===== config.mk =====
export PLATFORM = sky130hd
export DESIGN_NAME = tick_watchdog_flat
export DESIGN_NICKNAME = d
export VERILOG_FILES = /design/src/rtl/tick_watchdog_if.sv /design/src/rtl/tick_watchdog.sv /design/src/flat_wrapper.sv
export SDC_FILE = /design/constraint.sdc
export NUM_CORES = 1
export LEC_CHECK = 0
export BUFFER_PORTS_ARGS = -buffer_cell sky130_fd_sc_hd__buf_2
export CORE_UTILIZATION = 35
export DETAILED_ROUTE_END_ITERATION = 12
export SYNTH_ARGS = -nofsm -noshare
export SYNTH_HDL_FRONTEND = slang
export SYNTH_SLANG_ARGS = --single-unit
export TNS_END_PERCENT = 30

===== constraint.sdc =====
create_clock -name clk_i -period 4 [get_ports clk_i]
set_clock_uncertainty 0.1 [all_clocks]
set_input_delay 0.6 -clock clk_i [delete_from_list [all_inputs] [get_ports clk_i]]
set_output_delay 0.6 -clock clk_i [all_outputs]
set_load 0.02 [all_outputs]

===== src/rtl/tick_watchdog_if.sv =====
// Control and status bundle between a watchdog and its supervisor.
// Master drives arm/service/threshold inputs; slave returns the registered count and state.
interface tick_watchdog_if #(
    parameter int WIDTH = 8
);
    logic             en_i;
    logic             tick_i;
    logic             kick_i;
    logic             clear_i;
    logic [WIDTH-1:0] load_i;
    logic [WIDTH-1:0] warn_i;
    logic [WIDTH-1:0] q_o;
    logic [1:0]       state_o;
    logic             warn_o;
    logic             bite_o;

    modport master (
        output en_i, tick_i, kick_i, clear_i, load_i, warn_i,
        input  q_o, state_o, warn_o, bite_o
    );

    modport slave (
        input  en_i, tick_i, kick_i, clear_i, load_i, warn_i,
        output q_o, state_o, warn_o, bite_o
    );
endinterface


===== src/rtl/tick_watchdog.sv =====
// Tick-driven watchdog: counts down timebase ticks, warns below a threshold, bites at zero.
// All outputs registered, one edge after the causing input; no backpressure, every cycle is accepted.
module tick_watchdog #(
    parameter int WIDTH = 8
) (
    input  logic            clk_i,
    input  logic            rst_i,
    tick_watchdog_if.slave  bus
);

    typedef enum logic [1:0] {
        IDLE = 2'b00,
        RUN  = 2'b01,
        WARN = 2'b10,
        BITE = 2'b11
    } state_t;

    state_t           state_q, state_d;
    logic [WIDTH-1:0] q_q, q_d;
    logic [WIDTH-1:0] ld_q, ld_d;
    logic [WIDTH-1:0] wn_q, wn_d;
    logic             warn_q, bite_q;
    logic [WIDTH-1:0] dec;

    always_comb begin
        state_d = state_q;
        q_d     = q_q;
        ld_d    = ld_q;
        wn_d    = wn_q;
        dec     = q_q - WIDTH'(1);

        if (bus.clear_i) begin
            state_d = IDLE;
            q_d     = '0;
        end else begin
            case (state_q)
                IDLE: begin
                    q_d = '0;
                    // A zero timeout would bite instantly, so it never arms.
                    if (bus.en_i && (bus.load_i != '0)) begin
                        ld_d    = bus.load_i;
                        wn_d    = bus.warn_i;
                        q_d     = bus.load_i;
                        state_d = (bus.load_i <= bus.warn_i) ? WARN : RUN;
                    end
                end
                RUN, WARN: begin
                    if (!bus.en_i) begin
                        state_d = IDLE;
                        q_d     = '0;
                    end else if (bus.kick_i) begin
                        q_d     = ld_q;
                        state_d = (ld_q <= wn_q) ? WARN : RUN;
                    end else if (bus.tick_i && (q_q != '0)) begin
                        q_d = dec;
                        if (dec == '0) begin
                            state_d = BITE;
                        end else if (dec <= wn_q) begin
                            state_d = WARN;
                        end
                    end
                end
                BITE: begin
                    q_d = '0;
                end
                default: begin
                    state_d = IDLE;
                    q_d     = '0;
                end
            endcase
        end
    end

    always_ff @(posedge clk_i) begin
        if (rst_i) begin
            state_q <= IDLE;
            q_q     <= '0;
            ld_q    <= '0;
            wn_q    <= '0;
            warn_q  <= 1'b0;
            bite_q  <= 1'b0;
        end else begin
            state_q <= state_d;
            q_q     <= q_d;
            ld_q    <= ld_d;
            wn_q    <= wn_d;
            warn_q  <= (state_d == WARN);
            bite_q  <= (state_d == BITE);
        end
    end

    assign bus.q_o     = q_q;
    assign bus.state_o = state_q;
    assign bus.warn_o  = warn_q;
    assign bus.bite_o  = bite_q;

endmodule


===== src/flat_wrapper.sv =====
// flat-port wrapper written by rule: the top's interface ports become plain ports
module tick_watchdog_flat 
#(
    parameter int WIDTH = 8
)
  (clk_i, rst_i, bus_en_i, bus_tick_i, bus_kick_i, bus_clear_i, bus_load_i, bus_warn_i, bus_q_o, bus_state_o, bus_warn_o, bus_bite_o);
  tick_watchdog_if #(.WIDTH(WIDTH)) bus_i ();
  input  logic clk_i;
  input  logic rst_i;
  input wire logic [$bits(bus_i.en_i)-1:0] bus_en_i;
  input wire logic [$bits(bus_i.tick_i)-1:0] bus_tick_i;
  input wire logic [$bits(bus_i.kick_i)-1:0] bus_kick_i;
  input wire logic [$bits(bus_i.clear_i)-1:0] bus_clear_i;
  input wire logic [$bits(bus_i.load_i)-1:0] bus_load_i;
  input wire logic [$bits(bus_i.warn_i)-1:0] bus_warn_i;
  output wire logic [$bits(bus_i.q_o)-1:0] bus_q_o;
  output wire logic [$bits(bus_i.state_o)-1:0] bus_state_o;
  output wire logic [$bits(bus_i.warn_o)-1:0] bus_warn_o;
  output wire logic [$bits(bus_i.bite_o)-1:0] bus_bite_o;
  assign bus_i.en_i = bus_en_i;
  assign bus_i.tick_i = bus_tick_i;
  assign bus_i.kick_i = bus_kick_i;
  assign bus_i.clear_i = bus_clear_i;
  assign bus_i.load_i = bus_load_i;
  assign bus_i.warn_i = bus_warn_i;
  assign bus_q_o = bus_i.q_o;
  assign bus_state_o = bus_i.state_o;
  assign bus_warn_o = bus_i.warn_o;
  assign bus_bite_o = bus_i.bite_o;
  tick_watchdog #(.WIDTH(WIDTH)) u_core (.clk_i(clk_i), .rst_i(rst_i), .bus(bus_i));
endmodule

==> impl_metrics.toml, run 1 <==
[synth]
ys.flop_type = "dfxtp_1"
yosysUniqueCellTypes = 45
synth_edf_count = 0
seq_area_frac_synth_pct = 26.9
netlist_instances = 267
synth_seq_cells = 28
synth_top_area_cell = "dfxtp_1"
ys_warn_count = 0
syn_avg_cell_area_um2 = 7.82
async_flop_share_pct = 0
synth_top_cells_by_area = "dfxtp_1 (27%), ha_1 (17%), nand2_1 (8.3%), a21oi_1 (7.7%), inv_1 (5.0%)"
syn_nets = 318
synth_most_common_cell = "nand2_1"
synthTopCellsByCount = "nand2_1 (46), a21oi_1 (32), ha_1 (29)"
netlist.area_leader.share_pct = 26.9
syn-cell-area_um2 = 2090

[grt]
antenna_found_initial = 0
overflow = 0
grt_pass1_vias = 1802
grt_max_degree = 20
grt_first_pass_wirelength_mm = 8.96
track_usage_pct = 18.1

[critical_path]
crit_type = "reg2reg"
path_buf_inv = 2
worstPathRequired_ns = 4.08
worstReg2RegStart = "u_core.bus.q_o[0]$_SDFFE_PP0P_"
r2r_end = "u_core.bus.warn_o$_SDFF_PP0_"
cpMaxStageDelayCell = "dfxtp_1"
crit_path_max_fanout = 8
path_cells = "inv_1 -> ha_1 -> nand2_1 -> xor2_1 -> inv_1 -> ha_1 -> nand4_1 -> a21oi_1 -> o21ai_1 -> nor4_1 -> o41ai_4 -> and2_1"
arrival_ns = 2.95
start_kind = "flop"
critical_path.top_delay_family = "simple AND/OR/NAND/NOR gates"
rrSetupSlack_ns = 1.13
worstSetupStartpoint = "u_core.bus.q_o[0]$_SDFFE_PP0P_"
max_stage_delay_ns = 0.50
cp-end-kind = "flop"
r2r.worst_path.cells = 12

[clocking]
cts_resized = 0
cts_buffer_depth = 2
cts_tree = "built"
numCtsBuffers = 3
clk_pin_slew_ns = 0.10
clock-sinks = 28
clock_latency_ns = 0.28
root_buffer = "clkbuf_8"
postCtsHoldBufs = 0
htreeDepth = 1
cts_setup_buffers = 0

[timing]
tightest_slew_ns = 0.519
fmax_mhz = 348
fin_crit_sh_pct = 71.8
timing.final.hold_violations = 0
rsz0062_at_grt = "false"
finalSetupViolCount = 0
drv_slew = 0
final.setup.tns_ns = 0
whs_ns = 0.360
slew_headroom_pct = 65.3
period_minus_slack_ns = 2.87

[floorplan]
die_area_um2 = 6280
num_io_pins = 34
rows = 27
die_w_um = 79.2
die_height_um = 79.2
core_area_um2 = 5640
initial_core_util_pct = 37.0

[placed_design]
hpwlAfterDp_mm = 4.23
port-buffer-count = 33
gp_congestion = 0.869

[route]
avgViaCountPerCell = 5.26
antenna_left = 0
drcViolationCount = 0
vias = 1924
first_pass_iters = 4
routedWlPerCell_um = 14.8
wirelength_mm = 5.41
initialDrtViolationCount = 120

[worst_hold_path]
worstHoldEndpoint = "u_core.wn_q[6]$_SDFFE_PP0P_"
hold_start = "u_core.wn_q[6]$_SDFFE_PP0P_"
hp-class = "reg2reg"
whs_path_depth = 2

[cells_and_area]
register_area_um2 = 561
nNetsFinal = 346
drive_gt1_share_pct = 17.7
final.fill_count = 602
multi_input_area_um2 = 1350
area_delta_synth_final_pct = 12.8
n_antenna_cell = 0

[pwr]
p_per_area_nw_per_um2 = 312
static-leakage-power_nw = 1.01
ir_drop_mv = 0.171

[job]
maxCapViolCount = 0

[run_status]
status = "completed"
[cell usage in the layout, fill, tap and decap left out, drive strengths merged, types with 3 or more instances in the layout]
master,synthesis,routed
a32oi,7,7
nor2b,4,4
xor2,4,4
inv,28,28
ha,29,29
buf,4,34
a21oi,32,32
a211oi,4,4
o21ai,16,16
nor3,5,5
dfxtp,28,28
nor4,3,3
o211ai,4,4
a31oi,4,4
clkbuf,7,3
nand2,46,46
nor2,14,14
nand4,5,5
[worst register-to-register path: stages, from the launching register on]
cell and delay (ns):
dfxtp_1 0.50, inv_1 0.11, ha_1 0.26, nand2_1 0.09, xor2_1 0.25, inv_1 0.08
ha_1 0.29, nand4_1 0.13, a21oi_1 0.19, o21ai_1 0.12, nor4_1 0.36, o41ai_4 0.15
and2_1 0.16
[power by group]
group	switching, mW	internal (mW)
sequential	0.0134	0.292
clock	0.0925	0.134
combinational	0.121	0.0818
total	0.227	0.508
[state kept, by name, indices dropped and copies added (netlist names)]
name and cells:
u_core.bus.state_o 2, u_core.bus.q_o 8, u_core.ld_q 8, u_core.bus.bite_o 1, u_core.wn_q 8, u_core.bus.warn_o 1
[area by class of cell]
class / instances / share of cell area (%)
flip-flops and latches: 28 / 23.8
inverters: 28 / 4.47
well taps: 72 / 3.83
repair buffers: 34 / 7.34
clock inverters: 1 / 1.28
multi-input cells: 200 / 57.5
clock buffers: 3 / 1.75
[worst max-delay path by stage]
stage | end | cells past startpoint
finish | u_core.bus.warn_o$_SDFF_PP0_ | 12
global route | u_core.bus.warn_o$_SDFF_PP0_ | 11
CTS | u_core.bus.warn_o$_SDFF_PP0_ | 11
detailed placement | u_core.bus.warn_o$_SDFF_PP0_ | 12
global placement | u_core.bus.warn_o$_SDFF_PP0_ | 12
floorplan | u_core.bus.warn_o$_SDFF_PP0_ | 12
[per-stage QoR]
| stage | utilization [%] | power (mW) | std cells | instance area, um^2 | setup WS (ns) |
|---|---|---|---|---|---|
| 2_1_floorplan | - | 0.455 | 267 | 2090 | 1.36 |
| 3_5_place_dp | 40.5 | 0.513 | 362 | 2280 | 1.19 |
| 5_1_grt | 41.7 | 0.782 | 366 | 2350 | 0.806 |
| 6_report | 41.7 | 0.735 | 366 | 2350 | 1.13 |
| 3_3_place_gp | 40.5 | 0.512 | 362 | 2280 | 1.24 |
| 4_1_cts | 41.7 | 0.742 | 366 | 2350 | 1.15 |
[metal layers]
metal	GRT usage, %	routed length, um	up-vias
met2	29.8	2530	37
met5	0	0	-
met4	3.45	53	0
met3	1.84	184	6
met1	25.5	2640	889
li1	-	-	992
[cells by family (layout without fill, tap and decap cells)]
kind of cell,count (synthesis),count (layout),share of synthesized area [%]
simple gates,91,91,21.6
compound gates,72,72,22.3
buf+inv,39,66,8.27
fa+ha+maj,29,29,17.4
flops,28,28,26.9
xor+xnor,6,6,2.52
mux,2,2,1.08
Note: power is estimated with default switching activity, not from simulation.
==> run 2: changes to the inputs <==
Clock period 4 ns to 2.8 ns, I/O delays scaled along.
==> impl_metrics.toml, run 2 (same netlist as run 1, synthesis figures left out) <==
[run_status]
status = "completed"

[timing]
fmax_mhz = 379
tightest_slew_ns = 0.502
final.setup.tns_ns = 0
finalSetupViolCount = 0
timing.final.hold_violations = 0
drv_slew = 0
slew_headroom_pct = 66.4
period_minus_slack_ns = 2.64
rsz0062_at_grt = "false"
fin_crit_sh_pct = 94.3

[critical_path]
crit_type = "reg2reg"
crit_path_max_fanout = 6
path_cells = "nor3_2 -> nor3b_2 -> xor2_1 -> ha_1 -> a21oi_1 -> o211ai_1 -> o21ai_2 -> nor4_2 -> o41ai_4 -> and2_1"
arrival_ns = 2.77
rrSetupSlack_ns = 0.16
start_kind = "flop"
worstReg2RegStart = "u_core.bus.q_o[2]$_SDFFE_PP0P_"
r2r_end = "u_core.bus.warn_o$_SDFF_PP0_"
worstPathRequired_ns = 2.93
max_stage_delay_ns = 0.39
r2r.worst_path.cells = 10
cpMaxStageDelayCell = "o41ai_4"
cp-end-kind = "flop"

[floorplan]
core_area_um2 = 5640
rows = 27
die_height_um = 79.2
initial_core_util_pct = 37.0
die_w_um = 79.2
num_io_pins = 34
die_area_um2 = 6280

[grt]
antenna_found_initial = 0
overflow = 0
grt_pass1_vias = 1950
grt_first_pass_wirelength_mm = 9.53
grt_max_degree = 20
track_usage_pct = 19.4

[route]
wirelength_mm = 5.67
antenna_left = 0
first_pass_iters = 4
routedWlPerCell_um = 15.2
initialDrtViolationCount = 147
drcViolationCount = 0
vias = 1956
avgViaCountPerCell = 5.26

[worst_hold_path]
hold_start = "bus_warn_i[2]"
worstHoldEndpoint = "u_core.wn_q[2]$_SDFFE_PP0P_"
whs_path_depth = 3
hp-class = "in2reg"

[job]
maxCapViolCount = 0

[clocking]
numCtsBuffers = 3
root_buffer = "clkbuf_8"
cts_tree = "built"
postCtsHoldBufs = 0
clock-sinks = 28
clk_pin_slew_ns = 0.10
cts_setup_buffers = 0
htreeDepth = 1
cts_resized = 0
cts_buffer_depth = 2
clock_latency_ns = 0.28

[pwr]
p_int_mw = 0.738
p_per_area_nw_per_um2 = 436
fin_total_pwr_mw = 1.07
pwr-share-comb_pct = 29.2
swShare_pct = 31.0
netSwitchingPower_mw = 0.332
p_clk_share_pct = 30.1
seqPwrFrac_pct = 40.7
ir_drop_mv = 0.220
static-leakage-power_nw = 1.06

[placed_design]
postPlaceCellArea_um2 = 2330
hpwlAfterDp_mm = 4.47
gp_congestion = 0.913
port-buffer-count = 33

[cells_and_area]
final_cell_mix = "nand2_1 (46), buf_2 (33), a21oi_1 (32)"
design_area_um2 = 2450
nNetsFinal = 352
area_delta_synth_final_pct = 17.6
n_antenna_cell = 0
layout_commonest_cell = "nand2_1"
drive_gt1_share_pct = 22.7
[run 2: power by group through the flow]
stage          clock network (mW)  registers (mW)  logic [mW]
2_1_floorplan                   0           0.450       0.200
3_3_place_gp                    0           0.442       0.298
3_5_place_dp                    0           0.443       0.301
4_1_cts                     0.327           0.433       0.303
5_1_grt                     0.346           0.438       0.352
6_report                    0.322           0.435       0.312
[run 2: final cells by class]
type                    instances  area [um^2]
flip-flops and latches         28          564
inverters                      28          105
clock buffers                   3         41.3
clock inverters                 1         30.0
repair buffers                 40          218
multi-input cells             200         1410
well taps                      72         90.1
fillers                       581         3190
[run 2: layer usage]
layer  share of wire (%)  global-route usage, %
met1                  46                   25.7
met2                  48                   32.8
met3                 4.0                   2.18
met4                 1.6                   6.00
met5                   0                      0
[run 2: how the worst max path moves through the flow]
stage          cells after the start                      endpoint                            from
3_3_place_gp                      10  u_core.bus.warn_o$_SDFF_PP0_  u_core.bus.q_o[2]$_SDFFE_PP0P_
2_1_floorplan                     12  u_core.bus.warn_o$_SDFF_PP0_  u_core.bus.q_o[0]$_SDFFE_PP0P_
4_1_cts                           11  u_core.bus.warn_o$_SDFF_PP0_  u_core.bus.q_o[2]$_SDFFE_PP0P_
6_report                          10  u_core.bus.warn_o$_SDFF_PP0_  u_core.bus.q_o[2]$_SDFFE_PP0P_
3_5_place_dp                      11  u_core.bus.warn_o$_SDFF_PP0_  u_core.bus.q_o[2]$_SDFFE_PP0P_
5_1_grt                           12  u_core.bus.warn_o$_SDFF_PP0_  u_core.bus.q_o[2]$_SDFFE_PP0P_
[run 2: metrics by stage]
stage | setup slack, ns | hold slack, ns | utilization [%] | instances
floorplan | 0.162 | 0.336 | - | 267
global placement | 0.164 | 0.346 | 41.3 | 368
detailed placement | 0.0418 | 0.354 | 41.3 | 368
CTS | 0.0133 | 0.281 | 42.5 | 372
global route | 0.00593 | 0.276 | 43.5 | 372
finish | 0.158 | 0.282 | 43.5 | 372
[run 2: worst max-delay path: cells and delay by family (launching register included)]
family                   cells  cell delay, ns
adder cells (fa/ha/maj)      1            0.30
XOR/XNOR                     1            0.27
AND/OR/NAND/NOR              4            0.69
flip-flops                   1            0.38
AO/OA/AOI/OAI                4            0.87
==> run 3: changes to the inputs <==
Settings changed: ABC_AREA set to 1.
==> impl_metrics.toml, run 3 <==
[placed_design]
pre_cts_ws_ns = 0.375
gp_congestion = 0.859
port-buffer-count = 33
postPlaceCellArea_um2 = 2370
hpwlAfterDp_mm = 4.46
post-place-cells = 426

[floorplan]
core_area_um2 = 5920
die_w_um = 80.2
num_io_pins = 34
die_area_um2 = 6430
rows = 28
die_height_um = 80.2
initial_core_util_pct = 36.2

[cells_and_area]
drive_gt1_share_pct = 13.5
design_area_um2 = 2440
area_delta_synth_final_pct = 14.2
layout_commonest_cell = "nand2_1"
stdcell_count = 430
n_antenna_cell = 0
final_cell_mix = "nand2_1 (86), inv_1 (53), nor2_1 (33), buf_2 (33), ha_1 (29)"
nNetsFinal = 407

[critical_path]
r2r_end = "u_core.bus.state_o[0]$_SDFF_PP0_"
r2r.worst_path.cells = 18
path_buf_inv = 2
rrSetupSlack_ns = 0.35
worst-path-stages = 18
crit_path_max_fanout = 6
arrival_ns = 2.52
start_kind = "flop"
worstReg2RegStart = "u_core.bus.q_o[0]$_SDFFE_PP0P_"
critical_path.top_delay_family = "simple AND/OR/NAND/NOR gates"
crit_type = "reg2reg"
worstPathRequired_ns = 2.87
cpMaxStageDelayCell = "dfxtp_1"
max_stage_delay_ns = 0.43
crit_top_cell = "nand2_1"
cp-end-kind = "flop"
path_cells = "inv_1 -> ha_1 -> nand3_1 -> nand2_1 -> nand2_1 -> inv_1 -> ha_1 -> nand2_1 -> nor2_1 -> nand4_1 -> nand2_1 -> nand2_1 -> nand2_1 -> nand2_1 -> nand2_1 -> nand2_1 -> nand2_1 -> nor2_1"

[clocking]
cts_setup_buffers = 0
clock_latency_ns = 0.28
clock-sinks = 28
postCtsHoldBufs = 0
cts_buffer_depth = 2
cts_resized = 0
htreeDepth = 1
numCtsBuffers = 3
root_buffer = "clkbuf_8"
cts_tree = "built"
clk_pin_slew_ns = 0.11

[run_status]
status = "completed"

[grt]
grt_max_degree = 19
track_usage_pct = 18.9
grt_pass1_vias = 1977
grt_first_pass_wirelength_mm = 9.42
antenna_found_initial = 0
overflow = 0

[timing]
drv_slew = 0
rsz0062_at_grt = "false"
finalSetupViolCount = 0
fin_crit_sh_pct = 87.6
fin_ws_ns = 0.348
final.setup.tns_ns = 0
slew_headroom_pct = 63.2
period_minus_slack_ns = 2.45
tightest_slew_ns = 0.551
timing.final.hold_violations = 0
fmax_mhz = 408

[worst_hold_path]
hold_start = "bus_warn_i[4]"
worstHoldEndpoint = "u_core.wn_q[4]$_SDFFE_PP0P_"
hp-class = "in2reg"
whs_path_depth = 3

[synth]
syn-cell-area_um2 = 2140
async_flop_share_pct = 0
synthTopCellsByCount = "nand2_1 (86), inv_1 (53), nor2_1 (33)"
synth_seq_cells = 28
syn_nets = 374
netlist_instances = 323
syn_avg_cell_area_um2 = 6.63
synth_top_cells_by_area = "dfxtp_1 (26%), ha_1 (17%), nand2_1 (15%), inv_1 (9.3%), nor2_1 (5.8%)"
ys.flop_type = "dfxtp_1"
ys_warn_count = 0
synth_most_common_cell = "nand2_1"
seq_area_frac_synth_pct = 26.2
yosysUniqueCellTypes = 26
synth_edf_count = 0
synth_top_area_cell = "dfxtp_1"
netlist.area_leader.share_pct = 26.2

[pwr]
fin_total_pwr_mw = 1.09
static-leakage-power_nw = 1.27
p_per_area_nw_per_um2 = 445
ir_drop_mv = 0.261

[route]
routedWlPerCell_um = 12.7
vias = 2093
initialDrtViolationCount = 88
drcViolationCount = 0
avgViaCountPerCell = 4.87
wirelength_mm = 5.48
first_pass_iters = 4
antenna_left = 0

[job]
maxCapViolCount = 0
[run 3: layout make-up]
class | instances | area [um^2]
flip-flops and latches | 28 | 561
fillers | 643 | 3480
inverters | 53 | 199
clock buffers | 3 | 41.3
clock inverters | 1 | 30.0
repair buffers | 35 | 180
well taps | 75 | 93.8
multi-input cells | 235 | 1340
[run 3: how the worst max path moves through the flow]
stage               slack, ns                                to                      startpoint
global route             0.05      u_core.bus.bite_o$_SDFF_PP0_  u_core.bus.q_o[0]$_SDFFE_PP0P_
detailed placement       0.37  u_core.bus.state_o[0]$_SDFF_PP0_  u_core.bus.q_o[0]$_SDFFE_PP0P_
CTS                      0.36  u_core.bus.state_o[0]$_SDFF_PP0_  u_core.bus.q_o[0]$_SDFFE_PP0P_
global placement         0.45  u_core.bus.state_o[0]$_SDFF_PP0_  u_core.bus.q_o[0]$_SDFFE_PP0P_
floorplan                0.46      u_core.bus.warn_o$_SDFF_PP0_  u_core.bus.q_o[0]$_SDFFE_PP0P_
finish                   0.35  u_core.bus.state_o[0]$_SDFF_PP0_  u_core.bus.q_o[0]$_SDFFE_PP0P_
[run 3: cells by family after synthesis]
family,share of synthesized area [%]
buffers and inverters,11.2
AND/OR/NAND/NOR,28.4
XOR/XNOR,0.409
AO/OA/AOI/OAI,16.8
adder cells (fa/ha/maj),16.9
flip-flops,26.2
[run 3: where the power goes]
group	internal (mW)	switching, mW
Clock	0.192	0.141
Sequential	0.420	0.0170
Combinational	0.118	0.200
Total	0.730	0.358
[run 3: metal layers]
metal  vias up  track usage [%]  wire (um)
met1       936             26.0       2800
li1       1115                -          -
met3         2             1.93        143
met5         -                0          0
met4         0             3.39         36
met2        40             31.9       2500
[run 3: worst reg2reg max path, stage by stage, from the launching register on]
cell and delay [ns]:
dfxtp_1 0.43, inv_1 0.15, ha_1 0.29, nand3_1 0.10
nand2_1 0.05, nand2_1 0.10, inv_1 0.05, ha_1 0.26
nand2_1 0.06, nor2_1 0.14, nand4_1 0.10, nand2_1 0.09
nand2_1 0.07, nand2_1 0.06, nand2_1 0.04, nand2_1 0.07
nand2_1 0.05, nand2_1 0.07, nor2_1 0.04
[run 3: stage by stage]
stage | hold slack [ns] | utilization, %
2_1_floorplan | 0.356 | -
3_3_place_gp | 0.378 | 40.1
3_5_place_dp | 0.382 | 40.1
4_1_cts | 0.320 | 41.3
5_1_grt | 0.331 | 41.3
6_report | 0.317 | 41.3
